<file path="config.mk">
export PLATFORM = sky130hd
export DESIGN_NAME = instruction_fetch_unit_flat
export DESIGN_NICKNAME = d
export VERILOG_FILES = /design/src/rtl/instruction_fetch_unit_if.sv /design/src/rtl/instruction_fetch_unit.sv /design/src/flat_wrapper.sv
export SDC_FILE = /design/constraint.sdc
export NUM_CORES = 1
export LEC_CHECK = 0
export BUFFER_PORTS_ARGS = -buffer_cell sky130_fd_sc_hd__buf_2
export CORE_ASPECT_RATIO = 0.5
export CORE_UTILIZATION = 45
export DETAILED_ROUTE_END_ITERATION = 6
export GPL_TIMING_DRIVEN = 1
export PLACE_DENSITY = 0.8
export SKIP_CTS_REPAIR_TIMING = 1
export SYNTH_ARGS = -nofsm -noshare
export SYNTH_HDL_FRONTEND = slang
export SYNTH_SLANG_ARGS = --single-unit
</file>
<file path="constraint.sdc">
create_clock -name clock -period 2.75 [get_ports clock]
set_input_delay 0.55 -clock clock [delete_from_list [all_inputs] [get_ports clock]]
set_output_delay 0.55 -clock clock [all_outputs]
set_load 0.005 [all_outputs]
</file>
<file path="src/rtl/instruction_fetch_unit_if.sv">
// Fetch-unit bus: instruction RAM port plus the fetch/decode handshake
// and the branch redirect request. The fetch unit is the master.
interface instruction_fetch_unit_if #(
    parameter int ADDR_WIDTH = 10,
    parameter int DATA_WIDTH = 32
);
    logic [ADDR_WIDTH-1:0] ramAddress;
    logic [DATA_WIDTH-1:0] ramData;
    logic [DATA_WIDTH-1:0] instrOut;
    logic [ADDR_WIDTH-1:0] instrPc;
    logic                  instrValid;
    logic                  decodeReady;
    logic                  branchTaken;
    logic [ADDR_WIDTH-1:0] branchTarget;

    modport master (
        output ramAddress, instrOut, instrPc, instrValid,
        input  ramData, decodeReady, branchTaken, branchTarget
    );

    modport slave (
        input  ramAddress, instrOut, instrPc, instrValid,
        output ramData, decodeReady, branchTaken, branchTarget
    );
endinterface

</file>
<file path="src/rtl/instruction_fetch_unit.sv">
// Instruction fetch unit: owns the PC, addresses a combinational-read
// instruction RAM, and registers each word into the fetch/decode register.
// Optional performance counters are compiled in with FETCH_PERF_COUNT_EN.
//
// state  | meaning
// IDLE   | waiting for startFetch, no fetching
// RUN    | fetching one word per advancing cycle
// HALTED | HALT word captured; only a branch restarts fetching
module instruction_fetch_unit #(
    parameter int                    ADDR_WIDTH  = 10,
    parameter int                    DATA_WIDTH  = 32,
    parameter logic [ADDR_WIDTH-1:0] RESET_PC    = '0,
    parameter logic [5:0]            HALT_OPCODE = 6'b111111
) (
    input  logic                      clock,
    input  logic                      reset,
    input  logic                      startFetch,
    instruction_fetch_unit_if.master  bus,
    output logic                      halted,
    output logic [15:0]               fetchCount,
    output logic [15:0]               stallCount
);

    typedef enum logic [1:0] {IDLE, RUN, HALTED} state_t;

    state_t                state, state_next;
    logic [ADDR_WIDTH-1:0] pc, pc_next;
    logic [DATA_WIDTH-1:0] instr_out, instr_out_next;
    logic [ADDR_WIDTH-1:0] instr_pc, instr_pc_next;
    logic                  instr_valid, instr_valid_next;
    logic                  capture;
    logic                  adv;

    assign bus.ramAddress = pc;
    assign bus.instrOut   = instr_out;
    assign bus.instrPc    = instr_pc;
    assign bus.instrValid = instr_valid;
    assign halted         = (state == HALTED);

    // Next-state logic: branch flush beats capture; stalls hold everything.
    always_comb begin
        state_next       = state;
        pc_next          = pc;
        instr_out_next   = instr_out;
        instr_pc_next    = instr_pc;
        instr_valid_next = instr_valid;
        capture          = 1'b0;
        adv              = !instr_valid || bus.decodeReady;
        case (state)
            IDLE: begin
                if (startFetch) state_next = RUN;
            end
            RUN: begin
                if (bus.branchTaken) begin
                    pc_next          = bus.branchTarget;
                    instr_valid_next = 1'b0;
                end else if (adv) begin
                    capture          = 1'b1;
                    instr_out_next   = bus.ramData;
                    instr_pc_next    = pc;
                    instr_valid_next = 1'b1;
                    pc_next          = pc + ADDR_WIDTH'(1);
                    if (bus.ramData[DATA_WIDTH-1 -: 6] == HALT_OPCODE) state_next = HALTED;
                end
            end
            HALTED: begin
                if (bus.branchTaken) begin
                    pc_next          = bus.branchTarget;
                    instr_valid_next = 1'b0;
                    state_next       = RUN;
                end else if (instr_valid && bus.decodeReady) begin
                    // HALT word consumed; nothing follows it
                    instr_valid_next = 1'b0;
                end
            end
            default: state_next = IDLE;
        endcase
    end

    // State and pipeline register with synchronous active-low reset.
    always_ff @(posedge clock) begin
        if (!reset) begin
            state       <= IDLE;
            pc          <= RESET_PC;
            instr_out   <= '0;
            instr_pc    <= '0;
            instr_valid <= 1'b0;
        end else begin
            state       <= state_next;
            pc          <= pc_next;
            instr_out   <= instr_out_next;
            instr_pc    <= instr_pc_next;
            instr_valid <= instr_valid_next;
        end
    end

`ifdef FETCH_PERF_COUNT_EN
    logic [15:0] fetch_cnt;
    logic [15:0] stall_cnt;

    // Saturating capture and RUN-stall counters.
    always_ff @(posedge clock) begin
        if (!reset) begin
            fetch_cnt <= '0;
            stall_cnt <= '0;
        end else begin
            if (capture && fetch_cnt != 16'hFFFF) fetch_cnt <= fetch_cnt + 16'd1;
            if (state == RUN && instr_valid && !bus.decodeReady && stall_cnt != 16'hFFFF)
                stall_cnt <= stall_cnt + 16'd1;
        end
    end

    assign fetchCount = fetch_cnt;
    assign stallCount = stall_cnt;
`else
    assign fetchCount = '0;
    assign stallCount = '0;
`endif

endmodule

</file>
<file path="src/flat_wrapper.sv">
// flat-port wrapper written by rule: the top's interface ports become plain ports
module instruction_fetch_unit_flat 
#(
    parameter int                    ADDR_WIDTH  = 10,
    parameter int                    DATA_WIDTH  = 32,
    parameter logic [ADDR_WIDTH-1:0] RESET_PC    = '0,
    parameter logic [5:0]            HALT_OPCODE = 6'b111111
)
  (clock, reset, startFetch, halted, fetchCount, stallCount, bus_ramAddress, bus_instrOut, bus_instrPc, bus_instrValid, bus_ramData, bus_decodeReady, bus_branchTaken, bus_branchTarget);
  instruction_fetch_unit_if #(.ADDR_WIDTH(ADDR_WIDTH), .DATA_WIDTH(DATA_WIDTH)) bus_i ();
  input  logic clock;
  input  logic reset;
  input  logic startFetch;
  output logic halted;
  output logic [15:0] fetchCount;
  output logic [15:0] stallCount;
  output wire logic [$bits(bus_i.ramAddress)-1:0] bus_ramAddress;
  output wire logic [$bits(bus_i.instrOut)-1:0] bus_instrOut;
  output wire logic [$bits(bus_i.instrPc)-1:0] bus_instrPc;
  output wire logic [$bits(bus_i.instrValid)-1:0] bus_instrValid;
  input wire logic [$bits(bus_i.ramData)-1:0] bus_ramData;
  input wire logic [$bits(bus_i.decodeReady)-1:0] bus_decodeReady;
  input wire logic [$bits(bus_i.branchTaken)-1:0] bus_branchTaken;
  input wire logic [$bits(bus_i.branchTarget)-1:0] bus_branchTarget;
  assign bus_ramAddress = bus_i.ramAddress;
  assign bus_instrOut = bus_i.instrOut;
  assign bus_instrPc = bus_i.instrPc;
  assign bus_instrValid = bus_i.instrValid;
  assign bus_i.ramData = bus_ramData;
  assign bus_i.decodeReady = bus_decodeReady;
  assign bus_i.branchTaken = bus_branchTaken;
  assign bus_i.branchTarget = bus_branchTarget;
  instruction_fetch_unit #(.ADDR_WIDTH(ADDR_WIDTH), .DATA_WIDTH(DATA_WIDTH), .RESET_PC(RESET_PC), .HALT_OPCODE(HALT_OPCODE)) u_core (.clock(clock), .reset(reset), .startFetch(startFetch), .bus(bus_i), .halted(halted), .fetchCount(fetchCount), .stallCount(stallCount));
endmodule
</file>
; ---- Yosys cells after proc, flatten, opt, wreduce, memory -nomap -nowiden
; Index checks and enable logic that the tools add are counted.
[op_classes]
n_addsub = 1
mul = 0
div_mod_pow = 0
n_lt_le_gt_ge = 0
n_eq_ne = 10
shifts = 0
muxes = 15
bitwise_logic = 1
n_reduce_logical = 9
[op_table]
columns = cell, n
row1 = $mux W10, 3
row2 = $pmux W10 S2, 1
row3 = $add A10 B1 Y10 const B, 1
row4 = $mux W2, 5
row5 = $reduce_and A3 Y1, 3
row6 = $eq A6 B6 Y1 const B, 1
row7 = $ne A2 B1 Y1 const B, 3
row8 = $pmux W2 S3, 1
row9 = $reduce_and A5 Y1, 1
row10 = $mux W1, 4
row11 = $ne A2 B2 Y1 const B, 2
row12 = $ne A3 B1 Y1 const B, 1
row13 = $ne A3 B2 Y1 const B, 1
row14 = $eq A2 B1 Y1 const B, 1
row15 = $eq A2 B2 Y1 const B, 1
row16 = $logic_not A2 Y1, 1
row17 = $pmux W1 S2, 1
row18 = $reduce_bool A2 Y1, 1
row19 = $logic_and A1 B1 Y1, 1
row20 = $logic_not A1 Y1, 1
row21 = $logic_or A1 B1 Y1, 1
row22 = $not A1 Y1, 1
[word_totals]
regBits = 55
latchBits = 0
ramBits = 0
mem_bits_ro = 0
inputBits = 47
output_inout_bits = 86
word_cells = 41
n_memories = 0

; ---- Logic depth before layout (Yosys ltp)
[logic_depth]
word_depth = 5
ltp_mapped = 7
ltp_nobuf = 5

; ---- Worst setup path before layout
; OpenSTA, ideal clock, no wires.
[synth_timing]
path_type = in2reg
start = input port bus_branchTaken
end = register u_core.instr_out[12] (netlist: u_core.bus.instrOut[12])
arrival_time_ns = 1.604
path_slack_ns = 1.014
path_stages = 7
n_path_buf = 3
cell_sequence = clkbuf_1 > nand2b_1 > or3_1 > buf_2 > buf_2 > nand2_1 > a21oi_1
[synth_between]
elab_chain_len = 2
[synth_rtl]
columns = element, line_no
row1 = from (decl), flat_wrapper.sv:23  ; input wire logic [$bits(bus_i.branchTaken)-1:0] bus_branchTaken;
row2 = $not A1 Y1 (no line), --
row3 = $reduce_and A3 Y1 (no line), --
row4 = to (signal assigned), instruction_fetch_unit.sv:91  ; instr_out <= instr_out_next;
row5 = to (decl), instruction_fetch_unit.sv:28  ; logic [DATA_WIDTH-1:0] instr_out, instr_out_next;
; Every way passes these cells.
; A chain may end at the register's enable or synchronous reset.

; ---- Worst setup path after layout
[layout_timing]
start = register u_core.state[1]
end = register u_core.pc[4] (netlist: u_core.bus.ramAddress[4])
[layout_between]
elab_chain_len = 3
elab_cells_between_ends = 7
[layout_rtl]
columns = element, line_no
row1 = from (decl), instruction_fetch_unit.sv:26  ; state_t state, state_next;
row2 = from (signal assigned), instruction_fetch_unit.sv:89  ; state <= state_next;
row3 = $eq A2 B1 Y1 / $eq A2 B2 Y1 (equally long branches), instruction_fetch_unit.sv:49  ; case (state)
row4 = $ne A3 B2 Y1 (no line) (tied with other cells), --
row5 = $reduce_and A3 Y1 (no line), --
row6 = to (signal assigned), instruction_fetch_unit.sv:90  ; pc <= pc_next;
row7 = to (decl), instruction_fetch_unit.sv:27  ; logic [ADDR_WIDTH-1:0] pc, pc_next;
; Several ways; a longest one is shown, not always the timed one.

==> impl_results.md <==
* Simple logic cell fraction of the synthesized area at approximately a fifth
* Top-area cell type share of the netlist area at a little over two fifths
* Max-slew violations at 0
* Slew @ Worst Pin at 806.5 ps
* Max_cap viols at 0
* Fin util at roughly 59%
* Sequential cell area fraction in the yosys report at 43.54%
* Layout fillers at around 480
* Total number of vias at roughly 2300
* Setup TNS at 0 ps
* Initial DRC Count at between 100 and 150
* Core Box Area at roughly 5200 um2
* Largest net degree at the start of global routing at 33
* Initial core utilization at ~49%
* Vias in the first global route at about 1800
* WL final at between 5000 and 6000 um
* Rel. slew slack at a little under half
* EDFF count, synth at 0
* Asr flop ratio synth at 0%
* RSZ-0062 raised after global routing: false
* RD Place Congestion at roughly 0.82
* Synth Area in XOR/XNOR at 0%
* Die Height at ~55 um
* CTS buffer count at 5
* Max clock buf depth at 2
* Worst min path class: reg -> reg
* WS Path Type: reg -> reg
* IO Pins at about 130
* # port buffers at 100
* Max Fclk at 0.5010 GHz
* Number of synthesized register bits at 55
* Ranking of synthesized cells by area: dfxtp_1, nand2_1, a21oi_1
* Post-synthesis mux area share at less than 1%
* Worst-path fanout max at 11
* DRT Pass-1 Iters at 4
* Main synth FF type: dfxtp_1
* Full die area at approximately 6000 um2
* CTS sink count at between 50 and 60
* GR Overflow Total at 0
* Vias per std cell at between 4 and 5
* Complex-gate fraction of the synthesized area at 19.69%
* Synth Warn # at 0
* Critical Path Sink Type: flip-flop
* Worst vdd ir at 230.8 uV
* Power Dens Cells at 495.9 nW/um2
* Hold violation count in the final report at 0
* Synthesized cell area at 2529 um2
* Cell count after synthesis at roughly 320
* Share of cells above drive strength 1 at a little under a third
* Layout overhead on the synthesized area at 19.69%
* Status: finished clean
* Adder-cell share of the synthesized area at 0.4948%
* Tmin final at 1996 ps
* Tot GR Track Use at roughly a fifth
* Clock transition at path regs at 100 ps
* Post-route DRC at 0
* Num rows at 18
* Die Wd at around 110 um
* Combinational family with the most area after synthesis: simple AND/OR/NAND/NOR gates
* Average routed wire per standard cell at 11.60 um
* Final net count at between 400 and 500
* Synth top cells by count: nand2_1, dfxtp_1, a21oi_1, buf_4, buf_2
* DRT antenna net count at 0
* CTS tree: done
* Detail Placement HPWL at 4046 um
* Later-pin clock latency in the skew report at about 300 ps
* WP data arrival at 2200 ps
* Root Buffer: clkbuf_8
* Area leader, netlist: dfxtp_1
* Final period utilization at just over 70%
* N_diodes at 0
* Leak at 0.001376 uW
* Cell with the most instances after synthesis: nand2_1
* First-pass GRT wire length at ~8500 um
* FF-to-FF setup slack at roughly 750 ps
* Avg Synthesized Cell Area at slightly below 8 um2
* Depth of the CTS H-tree at 2
* Synth unique cells at 39
* Critical Path RT at 2960 ps
* Final setup viols at 0
* Antenna violations before repair at 0
* CP Launch Type: flip-flop
* Clk_skew at around 5.3 ps
[final cells by class]
| class | instances | area (um2) | share of cell area (%) |
|---|---|---|---|
| repair buffers | 106 | 545.5 | 18.02 |
| flip-flops and latches | 55 | 1101 | 36.38 |
| inverters | 8 | 30.03 | 0.9921 |
| clock buffers | 6 | 72.57 | 2.398 |
| multi-input cells | 236 | 1177 | 38.90 |
| well taps | 70 | 87.58 | 2.894 |
| clock inverters | 2 | 12.51 | 0.4134 |
[state kept, by name, indices dropped and copies added, names as in the netlist]
name                   flops
u_core.bus.instrOut       32
u_core.bus.instrPc        10
u_core.bus.instrValid      1
u_core.bus.ramAddress     10
u_core.state               2
[where the power goes]
| group | leakage [uW] | switching [uW] | internal (uW) |
|---|---|---|---|
| clock network | 0.0000412 | 258 | 179 |
| registers | 0.000448 | 31.9 | 831 |
| logic | 0.000887 | 113 | 87.9 |
[path summary, 6_finish.rpt]
path / start / to / cells past startpoint
hold / removal: u_core.bus.instrOut[16] / u_core.bus.instrOut[16] / 2
setup / recovery: u_core.state[1] / u_core.bus.ramAddress[4] / 5
hold reg to reg: u_core.bus.instrOut[16] / u_core.bus.instrOut[16] / 2
setup reg to reg: u_core.state[1] / u_core.bus.ramAddress[4] / 5
[stage by stage]
stage / setup slack [ps] / total power [uW] / area [um2] / cells / hold slack, ps
2_1_floorplan: 1014 / 1024 / 2645 / 353 / 452.7
3_3_place_gp: 683.8 / 1077 / 2942 / 475 / 439.4
3_5_place_dp: 649.3 / 1081 / 2942 / 475 / 444.4
4_1_cts: 807.2 / 1510 / 3027 / 483 / 458.3
5_1_grt: 672.5 / 1579 / 3027 / 483 / 459.5
6_report: 753.9 / 1501 / 3027 / 483 / 456.4
[cell usage in the layout, fill, tap and decap left out, types with 2 or more instances in the layout]
master | Yosys | routed
nand2b_1 | 3 | 3
a311oi_1 | 3 | 3
a32oi_1 | 3 | 3
nor4_1 | 3 | 3
or3_1 | 3 | 3
dfxtp_1 | 55 | 55
nand3_1 | 4 | 4
buf_4 | 33 | 6
o31a_1 | 2 | 2
a21oi_1 | 50 | 50
nand2_1 | 90 | 90
o21ai_0 | 6 | 6
nor2b_1 | 3 | 3
conb_1 | 1 | 32
buf_2 | 13 | 100
inv_1 | 8 | 8
clkbuf_8 | 0 | 5
o221a_2 | 5 | 5
nand4_1 | 2 | 2
nor2_1 | 7 | 7
o31ai_1 | 2 | 2
[critical path: stages, from the launching register on]
cell and delay, ps:
dfxtp_1 410, nor2b_1 180, buf_4 170, nor2_1 620
a32oi_1 220, o221a_2 300
[cell families (layout without fill, tap and decap cells)]
family          count (synthesis)  after routing
flops                          55             55
mux                             1              1
buf+inv                        62            122
simple gates                  122            122
compound gates                 80             80
fa+ha+maj                       1              1
other cells                     1             32
[routing by layer]
| layer | vias to the layer above | share of wire [%] | GRT usage, % |
|---|---|---|---|
| met5 | - | 0 | 0 |
| met4 | 0 | 1.2 | 8.219 |
| met3 | 9 | 7.2 | 4.801 |
| met2 | 108 | 46 | 30.36 |
| met1 | 1033 | 46 | 23.90 |
| li1 | 1199 | - | - |
(Power assumes the default switching activity.)
